File: src/rtl/bf16_minmax_reduce.sv
// Streaming BF16 min/max reduction with argmin/argmax index and sNaN/empty flags.
// LANES elements per beat pass through a registered compare tree, then a registered accumulator.
module bf16_minmax_reduce #(
    parameter int unsigned LANES = 4,
    parameter int unsigned LEN_W = 16
) (
    input  logic                  clk,
    input  logic                  reset_n,
    input  logic                  start,
    input  logic                  op_max,
    input  logic [LEN_W-1:0]      len,
    output logic                  busy,
    input  logic                  in_valid,
    output logic                  in_ready,
    input  logic [16*LANES-1:0]   in_data,
    output logic                  out_valid,
    input  logic                  out_ready,
    output logic [15:0]           out_result,
    output logic [LEN_W-1:0]      out_index,
    output logic                  out_nv,
    output logic                  out_empty
);
    typedef enum logic [1:0] {IDLE, RUN, DRAIN, DONE} state_t;

    typedef struct packed {
        logic             vld;
        logic [15:0]      val;
        logic [LEN_W-1:0] idx;
    } cand_t;

    // Monotonic unsigned key: -0 sorts below +0, subnormals and infinities in natural order.
    function automatic logic [15:0] order_key(input logic [15:0] x);
        return x[15] ? ~x : (x | 16'h8000);
    endfunction

    // a holds the lower element indices, so it wins ties.
    function automatic cand_t pick(input cand_t a, input cand_t b, input logic use_max);
        logic [15:0] ka;
        logic [15:0] kb;
        logic        b_better;
        ka       = order_key(a.val);
        kb       = order_key(b.val);
        b_better = use_max ? (kb > ka) : (kb < ka);
        if (!b.vld) return a;
        if (!a.vld) return b;
        return b_better ? b : a;
    endfunction

    state_t           state, state_nx;
    logic [1:0]       drain_cnt;
    logic             use_max;
    logic [LEN_W-1:0] len_q;
    logic [LEN_W-1:0] elem_cnt;
    logic             accept;
    logic             last_beat;

    cand_t            node [1:2*LANES-1];
    logic [LANES-1:0] lane_nv;

    logic             s1_vld;
    cand_t            s1_cand;
    logic             s1_nv;
    cand_t            acc;
    logic             acc_nv;

    assign accept    = in_valid & in_ready;
    assign last_beat = ({1'b0, elem_cnt} + (LEN_W+1)'(LANES)) >= {1'b0, len_q};

    always_ff @(posedge clk) begin
        if (!reset_n) state <= IDLE;
        else          state <= state_nx;
    end

    always_comb begin
        state_nx = state;
        case (state)
            IDLE:    if (start) state_nx = (len == '0) ? DONE : RUN;
            RUN:     if (accept && last_beat) state_nx = DRAIN;
            DRAIN:   if (drain_cnt == 2'd2) state_nx = DONE;
            DONE:    if (out_ready) state_nx = IDLE;
            default: state_nx = IDLE;
        endcase
    end

    always_comb begin
        busy      = (state != IDLE);
        in_ready  = (state == RUN);
        out_valid = (state == DONE);
    end

    // Heap-ordered tree: node i merges children 2i (lower lanes) and 2i+1; leaves at LANES+k.
    always_comb begin
        for (int unsigned k = 0; k < LANES; k++) begin
            logic [15:0] lane;
            logic        in_range;
            logic        is_nan;
            lane     = in_data[16*k +: 16];
            in_range = ({1'b0, elem_cnt} + (LEN_W+1)'(k)) < {1'b0, len_q};
            is_nan   = (lane[14:7] == 8'hFF) && (lane[6:0] != 7'd0);
            node[LANES+k].vld = in_range && !is_nan;
            node[LANES+k].val = lane;
            node[LANES+k].idx = elem_cnt + LEN_W'(k);
            lane_nv[k]        = in_range && is_nan && !lane[6];
        end
        for (int unsigned i = LANES - 1; i >= 1; i--) begin
            node[i] = pick(node[2*i], node[2*i+1], use_max);
        end
    end

    // DONE is entered on the third edge after the last accept: tree reg, accumulate, result capture.
    always_ff @(posedge clk) begin
        if (!reset_n) begin
            use_max    <= 1'b0;
            len_q      <= '0;
            elem_cnt   <= '0;
            drain_cnt  <= '0;
            s1_vld     <= 1'b0;
            s1_cand    <= '0;
            s1_nv      <= 1'b0;
            acc        <= '0;
            acc_nv     <= 1'b0;
            out_result <= 16'h7FC0;
            out_index  <= '0;
            out_nv     <= 1'b0;
            out_empty  <= 1'b0;
        end else begin
            s1_vld    <= accept;
            drain_cnt <= (state == DRAIN) ? drain_cnt + 2'd1 : 2'd0;
            if (accept) begin
                s1_cand  <= node[1];
                s1_nv    <= |lane_nv;
                elem_cnt <= elem_cnt + LEN_W'(LANES);
            end
            if (s1_vld) begin
                acc    <= pick(acc, s1_cand, use_max);
                acc_nv <= acc_nv | s1_nv;
            end
            if (state == IDLE && start) begin
                use_max  <= op_max;
                len_q    <= len;
                elem_cnt <= '0;
                acc      <= '0;
                acc_nv   <= 1'b0;
                if (len == '0) begin
                    out_result <= 16'h7FC0;
                    out_index  <= '0;
                    out_nv     <= 1'b0;
                    out_empty  <= 1'b1;
                end
            end
            if (state == DRAIN && drain_cnt == 2'd2) begin
                out_result <= acc.vld ? acc.val : 16'h7FC0;
                out_index  <= acc.vld ? acc.idx : '0;
                out_nv     <= acc_nv;
                out_empty  <= !acc.vld;
            end
        end
    end
endmodule

File: config.mk
export PLATFORM = sky130hd
export DESIGN_NAME = bf16_minmax_reduce
export DESIGN_NICKNAME = d
export VERILOG_FILES = /design/src/rtl/bf16_minmax_reduce.sv
export SDC_FILE = /design/constraint.sdc
export NUM_CORES = 1
export LEC_CHECK = 0
export ABC_AREA = 1
export BUFFER_PORTS_ARGS = -buffer_cell sky130_fd_sc_hd__buf_2
export CORE_MARGIN = 2
export CORE_UTILIZATION = 50
export CTS_BUF_LIST = sky130_fd_sc_hd__clkbuf_8
export CTS_CLUSTER_DIAMETER = 60
export CTS_CLUSTER_SIZE = 20
export DETAILED_ROUTE_END_ITERATION = 6
export HOLD_SLACK_MARGIN = 0.05
export PLACE_DENSITY = 0.8
export SLEW_MARGIN = 20
export SYNTH_ARGS = -nofsm -noshare
export SYNTH_HDL_FRONTEND = slang
export SYNTH_SLANG_ARGS = --single-unit
File: constraint.sdc
create_clock -name clk -period 6.1 [get_ports clk]
set_input_delay 0.61 -clock clk [delete_from_list [all_inputs] [get_ports clk]]
set_output_delay 0.61 -clock clk [all_outputs]
set_load 0.02 [all_outputs]
==> flow_summary.json, run 1 <==
{
  "grt_pass1_wl_mm": 39.0,
  "gr-total-overflow": 0,
  "antenna_left": 0,
  "synthXorXnorAreaFrac": 0.120,
  "wl_per_cell_um": 14.7,
  "die_y_um": 142,
  "postSynthAreaPerCell_sq_um": 7.45,
  "grt_use_total": 0.239,
  "critical_path_required_ns": 6.49,
  "gp_congestion": 0.956,
  "critPathCaptureType": "register",
  "cap_viol_max_count": 0,
  "area_delta_synth_final_pct": 11.4,
  "drt-initial-drc-count": 612,
  "min_to": "drain_cnt[0]",
  "finalSetupTns_ns": 0,
  "grt_max_degree": 48,
  "clockBufferDepth": 2,
  "clk_latency_ns": 0.46,
  "clockRootBuffer": "clkbuf_8",
  "final_max_slew_viol_count": 0,
  "synth_area_sq_um": 9510,
  "synth_edf_count": 0,
  "synthCells": 1276,
  "dieArea_sq_um": 20100,
  "dp.final_hpwl_mm": 17.8,
  "final_cell_mix": "nand2_1, dfxtp_1, nor2_1, buf_2, a21oi_1",
  "holdBufCountCts": 0,
  "setup_slack_ns": 1.27,
  "synth_seq_cells": 138,
  "yosysSeqAreaShare": 0.290,
  "synth_top_family_by_area": "simple AND/OR/NAND/NOR gates",
  "cts_buffers": 17,
  "r2r_cells": 25,
  "ys_types": 45,
  "path_class": "in2reg",
  "skew_ns": 0.00860,
  "die_w_um": 142,
  "worstSetupStartpointType": "input pin",
  "yosysTopAreaCell": "dfxtp_1",
  "cp_max_fo": 21,
  "final_cell_count_no_fill": 1604,
  "clock-sinks": 138,
  "grt_pass1_vias": 8140,
  "fp-row-count": 50,
  "cts_tree": "built",
  "rr_startpoint": "elem_cnt[2]",
  "antenna_cells": 0,
  "power_density_nw_per_um2": 501,
  "p_leak_nw": 4.80,
  "ir_drop_v": 0.000358,
  "worstPathArrival_ns": 5.21,
  "synth_simple_gate_area_frac": 0.228,
  "drive_gt1_frac": 0.159,
  "post-cts-setup-buffers": 0,
  "async_flop_share": 0,
  "hold_path_class": "reg2reg",
  "synth_area_leaders": "dfxtp_1, ha_1, xor2_1",
  "crit_start": "in_data[47]",
  "final.period_utilization": 0.792,
  "critical-path-slowest-cell": "buf_2",
  "period_minus_slack_ns": 4.83,
  "htreeDepth": 4,
  "worstHoldPathCells": 1,
  "total_power_w": 0.00531,
  "setup_viol": 0,
  "crit_top_cell": "nand2_1",
  "fillers": 1735,
  "hold_ws_ns": 0.423,
  "synth_ff_type": "dfxtp_1",
  "min-delay-start": "drain_cnt[0]",
  "synth_top_area_share": 0.290,
  "core_sq_um": 18700,
  "via_count": 8718,
  "fmax_mhz": 207,
  "synth_mux_area_frac": 0.0158,
  "start_util": 0.508,
  "relSlewSlack": 0.350,
  "synth_warnings": 0,
  "synth-adder-area-share": 0.130,
  "dp_cells": 1573,
  "status": "finished clean",
  "layout_commonest_cell": "nand2_1",
  "rsz0062_at_grt": "no",
  "dpl_worst_slack_ns": 0.909,
  "antenna_found_initial": 0,
  "r2r_slack_ns": 1.31,
  "wirelength_mm": 23.5,
  "syn_nets": 1461,
  "nets": 1543,
  "port_buffers": 122,
  "post_cts_resized": 0,
  "synth_compound_area_frac": 0.150,
  "cts.clk_slew.worst_paths_ns": 0.07,
  "ios": 123,
  "max_stage_delay_ns": 0.41,
  "viasPerCell": 5.44,
  "hold_violations": 0,
  "timing.rr.end": "s1_cand[20]",
  "dr.pass1.iters": 5,
  "drc": 0,
  "worst_pin_slew_ns": 0.973
}
registers in the layout, indices dropped and copies added, names as in the netlist:
name / count
s1_cand: 33
elem_cnt: 14
s1_vld: 1
out_nv: 1
state: 2
use_max: 1
out_index: 16
drain_cnt: 2
acc: 33
acc_nv: 1
len_q: 16
s1_nv: 1
out_empty: 1
out_result: 16
Yosys cell counts, types with 2 or more instances:
master    instances
nor2_2            7
mux2i_1          15
nand2_1         186
inv_1            93
o211ai_1          7
xor2_1           85
o22ai_1          10
nand2_4           3
a21oi_2          11
nor2_1          122
a21o_1            2
or2_2             2
nand2_2          22
o21ai_1           2
nor4_1            9
a211oi_1          4
xnor2_1          45
ha_1             99
o21a_1            2
clkinv_1          2
nand3_2           9
o21ai_0         104
o21bai_1          2
dfxtp_1         138
nand3_1          51
buf_2             7
clkbuf_1         53
a21oi_1         110
nor4_2            2
buf_1             7
nor3_1           12
nand4_1          40
metrics by stage:
| step | area, sq um | utilization |
|---|---|---|
| 3_5_place_dp | 10200 | 0.546 |
| 4_1_cts | 10600 | 0.566 |
| 2_1_floorplan | 9510 | - |
| 5_1_grt | 10600 | 0.566 |
| 3_3_place_gp | 10200 | 0.546 |
| 6_report | 10600 | 0.566 |
how the worst max path moves through the flow:
stage                   to  slack [ns]  depth (start not counted)
3_3_place_gp   s1_cand[19]        1.10                         29
4_1_cts        s1_cand[30]        1.38                         25
5_1_grt        s1_cand[16]        0.81                         28
6_report       s1_cand[20]        1.27                         29
2_1_floorplan  s1_cand[23]        1.00                         31
3_5_place_dp   s1_cand[20]        0.91                         29
routing by layer:
metal  share of wire  track usage  vias to the layer above
met5               0            0                        -
met4           0.014       0.0668                        0
met3           0.056       0.0483                       31
met2            0.45        0.383                      241
met1            0.48        0.326                     3994
li1                -            -                     4452
kinds of logic after synthesis:
logic type / Yosys count
adder cells (fa/ha/maj): 99
XOR/XNOR: 130
flip-flops: 138
AND/OR/NAND/NOR: 470
buffers and inverters: 164
AO/OA/AOI/OAI: 260
multiplexers: 15
where the power goes:
group          leakage, nW  switching, W  total [W]  internal [W]
clock                0.209      0.000337   0.000723      0.000385
sequential            1.12      0.000126    0.00115       0.00103
combinational         3.47       0.00221    0.00343       0.00123
critical path: cells and delay by family:
kind | cells | cell delay (ns)
AOI/OAI and AO/OA | 5 | 0.82
xor gates and xnor gates | 2 | 0.38
adders and majority gates | 2 | 0.53
buffers and inverters | 2 | 0.48
and+or+nand+nor | 18 | 2.37
final cells by class:
| type | instances | area (sq um) | area share |
|---|---|---|---|
| clock inverters | 11 | 106 | 0.0100 |
| multi-input cells | 974 | 6120 | 0.577 |
| well taps | 234 | 293 | 0.0276 |
| inverters | 96 | 360 | 0.0340 |
| flip-flops and latches | 138 | 2760 | 0.261 |
| repair buffers | 131 | 678 | 0.0640 |
| clock buffers | 20 | 275 | 0.0260 |
Power figures use the tool's default switching activity.
==> inputs of run 2 (changes only) <==
--- a/config.mk
+++ b/config.mk
@@ -5,7 +5,7 @@
 export SDC_FILE = /design/constraint.sdc
 export NUM_CORES = 1
 export LEC_CHECK = 0
-export ABC_AREA = 1
+export ABC_AREA = 0
 export BUFFER_PORTS_ARGS = -buffer_cell sky130_fd_sc_hd__buf_2
 export CORE_MARGIN = 2
 export CORE_UTILIZATION = 50
@@ -14,7 +14,7 @@
 export CTS_CLUSTER_SIZE = 20
 export DETAILED_ROUTE_END_ITERATION = 6
 export HOLD_SLACK_MARGIN = 0.05
-export PLACE_DENSITY = 0.8
+export PLACE_DENSITY = 0.82
 export SLEW_MARGIN = 20
 export SYNTH_ARGS = -nofsm -noshare
 export SYNTH_HDL_FRONTEND = slang
==> constraint.sdc (replaced) <==
create_clock -name clk -period 4.2 [get_ports clk]
set_input_delay 0.42 -clock clk [delete_from_list [all_inputs] [get_ports clk]]
set_output_delay 0.42 -clock clk [all_outputs]
set_load 0.02 [all_outputs]
==> run 2 against run 1 <==
  * The flow now finishes with violations (negative setup slack)
  * Clock power increased by 72%
  * Worst setup slack got worse by 2.1 ns
  * Worst hold slack got worse by 0.23 ns
  * Die area shrank 2.0%
  * Via count rose by 4.7%
  * Combinational power up 22%
==> flow_summary.json, run 2 <==
{
  "die_w_um": 140,
  "cp.depth": 23,
  "r2r_cells": 23,
  "yosysTopAreaCell": "dfxtp_1",
  "antenna_found_initial": 0,
  "yosysSeqAreaShare": 0.297,
  "drt-initial-drc-count": 743,
  "viasPerCell": 5.63,
  "worstHoldPathCells": 3,
  "status": "finished with violations",
  "rsz0062_at_grt": "yes",
  "setup_slack_ns": -0.871,
  "synth_area_sq_um": 9310,
  "cp_max_fo": 9,
  "setup_viol": 18,
  "cap_viol_max_count": 0,
  "postSynthAreaPerCell_sq_um": 8.58,
  "hold_path_class": "in2reg",
  "fin_util": 0.682,
  "nets": 1565,
  "drive_gt1_frac": 0.304,
  "synthCells": 1086,
  "core_sq_um": 18100,
  "min-delay-start": "len[3]",
  "gr-total-overflow": 0,
  "cts_tree": "built",
  "clock-sinks": 138,
  "timing.rr.end": "s1_cand[20]",
  "clk_latency_ns": 0.47,
  "clockBufferDepth": 2,
  "ir_drop_v": 0.000518,
  "violations": "negative setup slack",
  "clockRootBuffer": "clkbuf_8",
  "synth_common_cells": "dfxtp_1, nor2_1, nand2_1",
  "synth_warnings": 0,
  "synth_area_leaders": "dfxtp_1, ha_1, xor2_1",
  "seqCellArea_sq_um": 2770,
  "cts_buffers": 17,
  "fmax_mhz": 197,
  "port_buffers": 122,
  "syn_nets": 1271,
  "critPathBufInv": 3,
  "r2r_slack_ns": -0.87,
  "via_count": 9124,
  "antenna_cells": 0,
  "worstSetupStartpointType": "register",
  "dp.final_hpwl_mm": 20.0,
  "relSlewSlack": 0.398,
  "grt_use_total": 0.265,
  "start_util": 0.513,
  "hold_violations": 0,
  "wl_per_cell_um": 16.2,
  "cp_cell_sequence": "inv_2 > ha_4 > or4b_4 > a21o_1 > a2111oi_4 > a2111o_1 > o31a_1 > buf_6 > mux2i_4 > xnor2_2 > ha_1 > nor2b_1 > o21a_1 > o21a_1 > o211ai_1 > a21boi_1 > o31ai_2 > nand2_1 > o21a_1 > o221a_4 > or2_4 > buf_8 > o311ai_1",
  "skew_ns": 0.0189,
  "dieArea_sq_um": 19700,
  "path_class": "reg2reg",
  "dr.pass1.iters": 7,
  "synth_edf_count": 0,
  "p_leak_nw": 5.80,
  "antenna_left": 0,
  "grt_max_degree": 61,
  "gp_congestion": 0.977,
  "area_delta_synth_final_pct": 32.9,
  "fp-row-count": 49,
  "async_flop_share": 0,
  "worstPathArrival_ns": 5.42,
  "yosysMostFrequentCell": "dfxtp_1",
  "largestRegisters": "acc x33, s1_cand x33",
  "crit_top_cell": "o21a_1",
  "synth_seq_cells": 138,
  "grt_pass1_wl_mm": 42.8,
  "wirelength_mm": 26.3,
  "cts.clk_slew.worst_paths_ns": 0.09,
  "die_y_um": 140,
  "min_to": "len_q[3]",
  "critical-path-slowest-cell": "or4b_4",
  "worst_pin_slew_ns": 0.897,
  "layout_commonest_cell": "buf_4",
  "final.period_utilization": 1.21,
  "synth_ff_type": "dfxtp_1",
  "critPathCaptureType": "register",
  "crit_family": "compound AO/OA/AOI/OAI gates",
  "grt_pass1_vias": 9017,
  "critical_path_required_ns": 4.55,
  "ios": 123,
  "htreeDepth": 4,
  "rr_startpoint": "len_q[2]",
  "synth_top_area_share": 0.297,
  "drc": 0,
  "max_stage_delay_ns": 0.47,
  "period_minus_slack_ns": 5.07,
  "total_power_w": 0.00697,
  "power_density_nw_per_um2": 563,
  "final_cell_mix": "buf_4, dfxtp_1, buf_2",
  "fillers": 1361,
  "final_max_slew_viol_count": 0,
  "multiInputGateArea_sq_um": 6470,
  "ys_types": 61
}
run 2: what timing repair did:
action / 4_1_cts / 5_1_grt
endpoints found under the setup margin: 18 / 18
endpoints found under the hold margin: 0 / 0
pin swaps: 7 / 5
resized for setup: 34 / 26
setup buffers: 8 / 6
hold buffers: 0 / 0
gates cloned: 1 / 0
run 2: logic make-up (layout without fill, tap and decap cells):
| kind of cell | Yosys count | after routing | share of synthesized area |
|---|---|---|---|
| AOI/OAI and AO/OA | 223 | 223 | 0.166 |
| xor gates and xnor gates | 143 | 143 | 0.134 |
| adders and majority gates | 99 | 99 | 0.133 |
| buffers and inverters | 94 | 401 | 0.0406 |
| DFF | 138 | 138 | 0.297 |
| muxes | 66 | 66 | 0.0726 |
| and+or+nand+nor | 323 | 323 | 0.157 |
run 2: metrics by stage:
stage | TNS [ns] | setup slack (ns) | instances | hold slack, ns | instance area (sq um)
6_report | -15.00 | -0.871 | 1622 | 0.192 | 12400
5_1_grt | -17.87 | -1.05 | 1622 | 0.192 | 12400
4_1_cts | -12.82 | -0.748 | 1616 | 0.179 | 12200
3_5_place_dp | -22.83 | -1.31 | 1575 | 0.423 | 11500
3_3_place_gp | -20.33 | -1.16 | 1575 | 0.399 | 11500
2_1_floorplan | -19.43 | -1.15 | 1086 | 0.391 | 9460
run 2: worst max-delay path by stage:
stage	from	endpoint	slack, ns
2_1_floorplan	in_data[63]	s1_cand[23]	-1.15
3_3_place_gp	in_data[47]	s1_cand[21]	-1.16
3_5_place_dp	in_data[31]	s1_cand[29]	-1.31
4_1_cts	len_q[2]	s1_cand[25]	-0.75
5_1_grt	len_q[11]	s1_cand[20]	-1.05
6_report	len_q[2]	s1_cand[20]	-0.87
run 2: layer usage:
layer | global-route usage | up-vias | wire, um
met2 | 0.453 | 331 | 12700
met4 | 0.0974 | 0 | 713
met1 | 0.335 | 4258 | 11300
met5 | 0 | - | 0
met3 | 0.0475 | 69 | 1610
li1 | - | 4466 | -
run 2: worst min-delay path: stages:
cell	delay [ns]
buf_2	0.10
nand2_1	0.05
a21oi_1	0.05
run 2: layout make-up:
type,instances,area share
timing repair buffer,335,0.183
multi-input combinational,854,0.523
inverter,34,0.0103
clock buffer,19,0.0211
clock inverter,13,0.0161
sequential,138,0.224
tap,229,0.0232
run 2: power breakdown:
group / leakage (nW) / total, W / internal [W] / switching, W
logic: 4.44 / 0.00420 / 0.00207 / 0.00213
registers: 1.12 / 0.00152 / 0.00141 / 0.000111
clock network: 0.237 / 0.00124 / 0.000733 / 0.000509
==> inputs of run 3 (changes only) <==
--- a/config.mk
+++ b/config.mk
@@ -8,14 +8,14 @@
 export ABC_AREA = 0
 export BUFFER_PORTS_ARGS = -buffer_cell sky130_fd_sc_hd__buf_2
 export CORE_MARGIN = 2
-export CORE_UTILIZATION = 50
+export CORE_UTILIZATION = 55
 export CTS_BUF_LIST = sky130_fd_sc_hd__clkbuf_8
 export CTS_CLUSTER_DIAMETER = 60
 export CTS_CLUSTER_SIZE = 20
 export DETAILED_ROUTE_END_ITERATION = 6
 export HOLD_SLACK_MARGIN = 0.05
-export PLACE_DENSITY = 0.82
-export SLEW_MARGIN = 20
+export PLACE_DENSITY = 0.89
+export SLEW_MARGIN = 10
 export SYNTH_ARGS = -nofsm -noshare
 export SYNTH_HDL_FRONTEND = slang
 export SYNTH_SLANG_ARGS = --single-unit
==> run 3 against run 2 <==
  * The flow still finishes with violations (negative setup slack)
  * Highest routed layer unchanged
  * Sequential power is essentially flat
  * Clock power shrank 4%
  * Sequential share of layout area grew 0.21 points
==> flow_summary.json, run 3 (synthesis results as in run 2) <==
{
  "antenna_found_initial": 0,
  "wl_per_cell_um": 18.4,
  "start_util": 0.562,
  "critical_path_required_ns": 4.52,
  "grt_pass1_wl_mm": 46.3,
  "nets": 1558,
  "clockRootBuffer": "clkbuf_8",
  "final_max_slew_viol_count": 0,
  "grt_use_total": 0.319,
  "seqCellArea_sq_um": 2770,
  "p_sw_frac": 0.412,
  "area_delta_synth_final_pct": 31.7,
  "antenna_left": 0,
  "port_buffers": 122,
  "pwr-share-seq": 0.219,
  "p_switching_w": 0.00289,
  "gp_congestion": 0.981,
  "path_class": "reg2reg",
  "final_cell_mix": "buf_4, dfxtp_1, buf_2",
  "worstPathArrival_ns": 5.65,
  "via_count": 9571,
  "finalSetupTns_ns": -17.71,
  "cts.clk_slew.worst_paths_ns": 0.08,
  "clk_latency_ns": 0.47,
  "fp-row-count": 47,
  "worst_pin_slew_ns": 0.887,
  "pwr-share-clk": 0.170,
  "gr-total-overflow": 0,
  "p_leak_nw": 5.74,
  "p_comb_frac": 0.611,
  "cts_tree": "built",
  "cp_max_fo": 5,
  "period_minus_slack_ns": 5.33,
  "fillers": 1074,
  "relSlewSlack": 0.405,
  "drc": 0,
  "hold_ws_ns": 0.189,
  "r2r_slack_ns": -1.13,
  "status": "finished with violations",
  "fmax_mhz": 188,
  "crit_start": "len_q[10]",
  "largestRegisters": "acc x33, s1_cand x33",
  "dr.pass1.iters": 5,
  "cts_buffers": 17,
  "power_density_nw_per_um2": 571,
  "violations": "negative setup slack",
  "grt_max_degree": 42,
  "r2r_cells": 24,
  "grt_pass1_vias": 9623,
  "multiInputGateArea_sq_um": 6420,
  "drive_gt1_frac": 0.301,
  "drt-initial-drc-count": 892,
  "rr_startpoint": "len_q[10]",
  "hold_violations": 0,
  "viasPerCell": 5.96,
  "setup_viol": 18,
  "wirelength_mm": 29.5,
  "power.internal_w": 0.00412,
  "dp.final_hpwl_mm": 20.6,
  "worstSetupStartpointType": "register",
  "layout_commonest_cell": "buf_4",
  "die_y_um": 134,
  "htreeDepth": 4,
  "cp-endpoint": "s1_cand[17]",
  "timing.rr.end": "s1_cand[17]",
  "core_sq_um": 16600,
  "antenna_cells": 0,
  "final.period_utilization": 1.27,
  "rsz0062_at_grt": "yes",
  "worstHoldPathCells": 3,
  "ir_drop_v": 0.000448,
  "setup_slack_ns": -1.13,
  "dieArea_sq_um": 18000,
  "hold_path_class": "in2reg",
  "clock-sinks": 138,
  "cap_viol_max_count": 0,
  "critPathCaptureType": "register",
  "ios": 123,
  "dpl_worst_slack_ns": -1.32,
  "skew_ns": 0.0120,
  "clockBufferDepth": 2,
  "die_w_um": 134
}
run 3: changes by cell type in the layout (fill, tap and decap cells not counted), sizes merged:
cell | previous run | this run
clkbuf | 21 | 19
clkinv | 7 | 5
bufinv | 5 | 4
buf | 333 | 328
clkinvlp | 1 | 3
run 3: metrics by stage:
stage                     utilization  total power (W)  instances  instance area, sq um
after floorplan                     -          0.00406       1086                  9460
after global placement          0.693          0.00507       1562                 11500
after detailed placement        0.693          0.00524       1562                 11500
after CTS                       0.733          0.00668       1602                 12100
after global routing            0.740          0.00741       1605                 12300
final                           0.740          0.00700       1605                 12300
run 3: critical path, stage by stage, from the launching register on:
cell and delay [ns]:
dfxtp_2 0.34, inv_2 0.07, ha_4 0.26, a21o_1 0.20
a21oi_2 0.19, o221ai_2 0.16, buf_4 0.18, a2111oi_4 0.32
o31a_1 0.37, buf_6 0.16, mux2i_4 0.24, xnor2_1 0.11
ha_1 0.32, nor2b_1 0.14, o21a_1 0.17, o21a_1 0.16
o211ai_1 0.15, a21boi_1 0.09, o31ai_2 0.25, nand2_1 0.10
o21a_1 0.20, o221a_4 0.23, or2_4 0.25, buf_6 0.15
o311ai_2 0.36
run 3: layer usage:
layer / vias to the layer above / global-route usage / share of wire / routed length (um)
met2: 511 / 0.553 / 0.48 / 14000
li1: 4438 / - / - / -
met1: 4486 / 0.369 / 0.40 / 11900
met4: 0 / 0.177 / 0.049 / 1440
met5: - / 0 / 0 / 0
met3: 136 / 0.0605 / 0.073 / 2150
run 3: what timing repair did:
item / 4_1_cts / 5_1_grt
setup endpoints to repair: 18 / 18
pin swaps: 8 / 4
buffers inserted: 8 / 3
hold buffers: 0 / 0
cloned: 1 / 0
gates resized for setup: 35 / 20
run 3: area by class of cell:
class	instances	area share
Multi-Input combinational cell	854	0.524
Sequential cell	138	0.226
Timing Repair Buffer	328	0.182
Tap cell	220	0.0224
Clock buffer	19	0.0213
Clock inverter	12	0.0142
Inverter	34	0.0104
run 3: power by group through the flow:
| stage | Sequential (W) | Combinational, W | Clock (W) |
|---|---|---|---|
| floorplan | 0.00150 | 0.00256 | 0 |
| global placement | 0.00154 | 0.00354 | 0 |
| detailed placement | 0.00155 | 0.00369 | 0 |
| CTS | 0.00153 | 0.00397 | 0.00118 |
| global route | 0.00154 | 0.00462 | 0.00124 |
| finish | 0.00154 | 0.00428 | 0.00119 |
run 3: worst min path at each step:
stage | startpoint | end
final | len[6] | len_q[6]
after global routing | len[6] | len_q[6]
after CTS | len[6] | len_q[6]
after detailed placement | drain_cnt[0] | drain_cnt[0]
after global placement | drain_cnt[0] | drain_cnt[0]
after floorplan | drain_cnt[0] | drain_cnt[0]
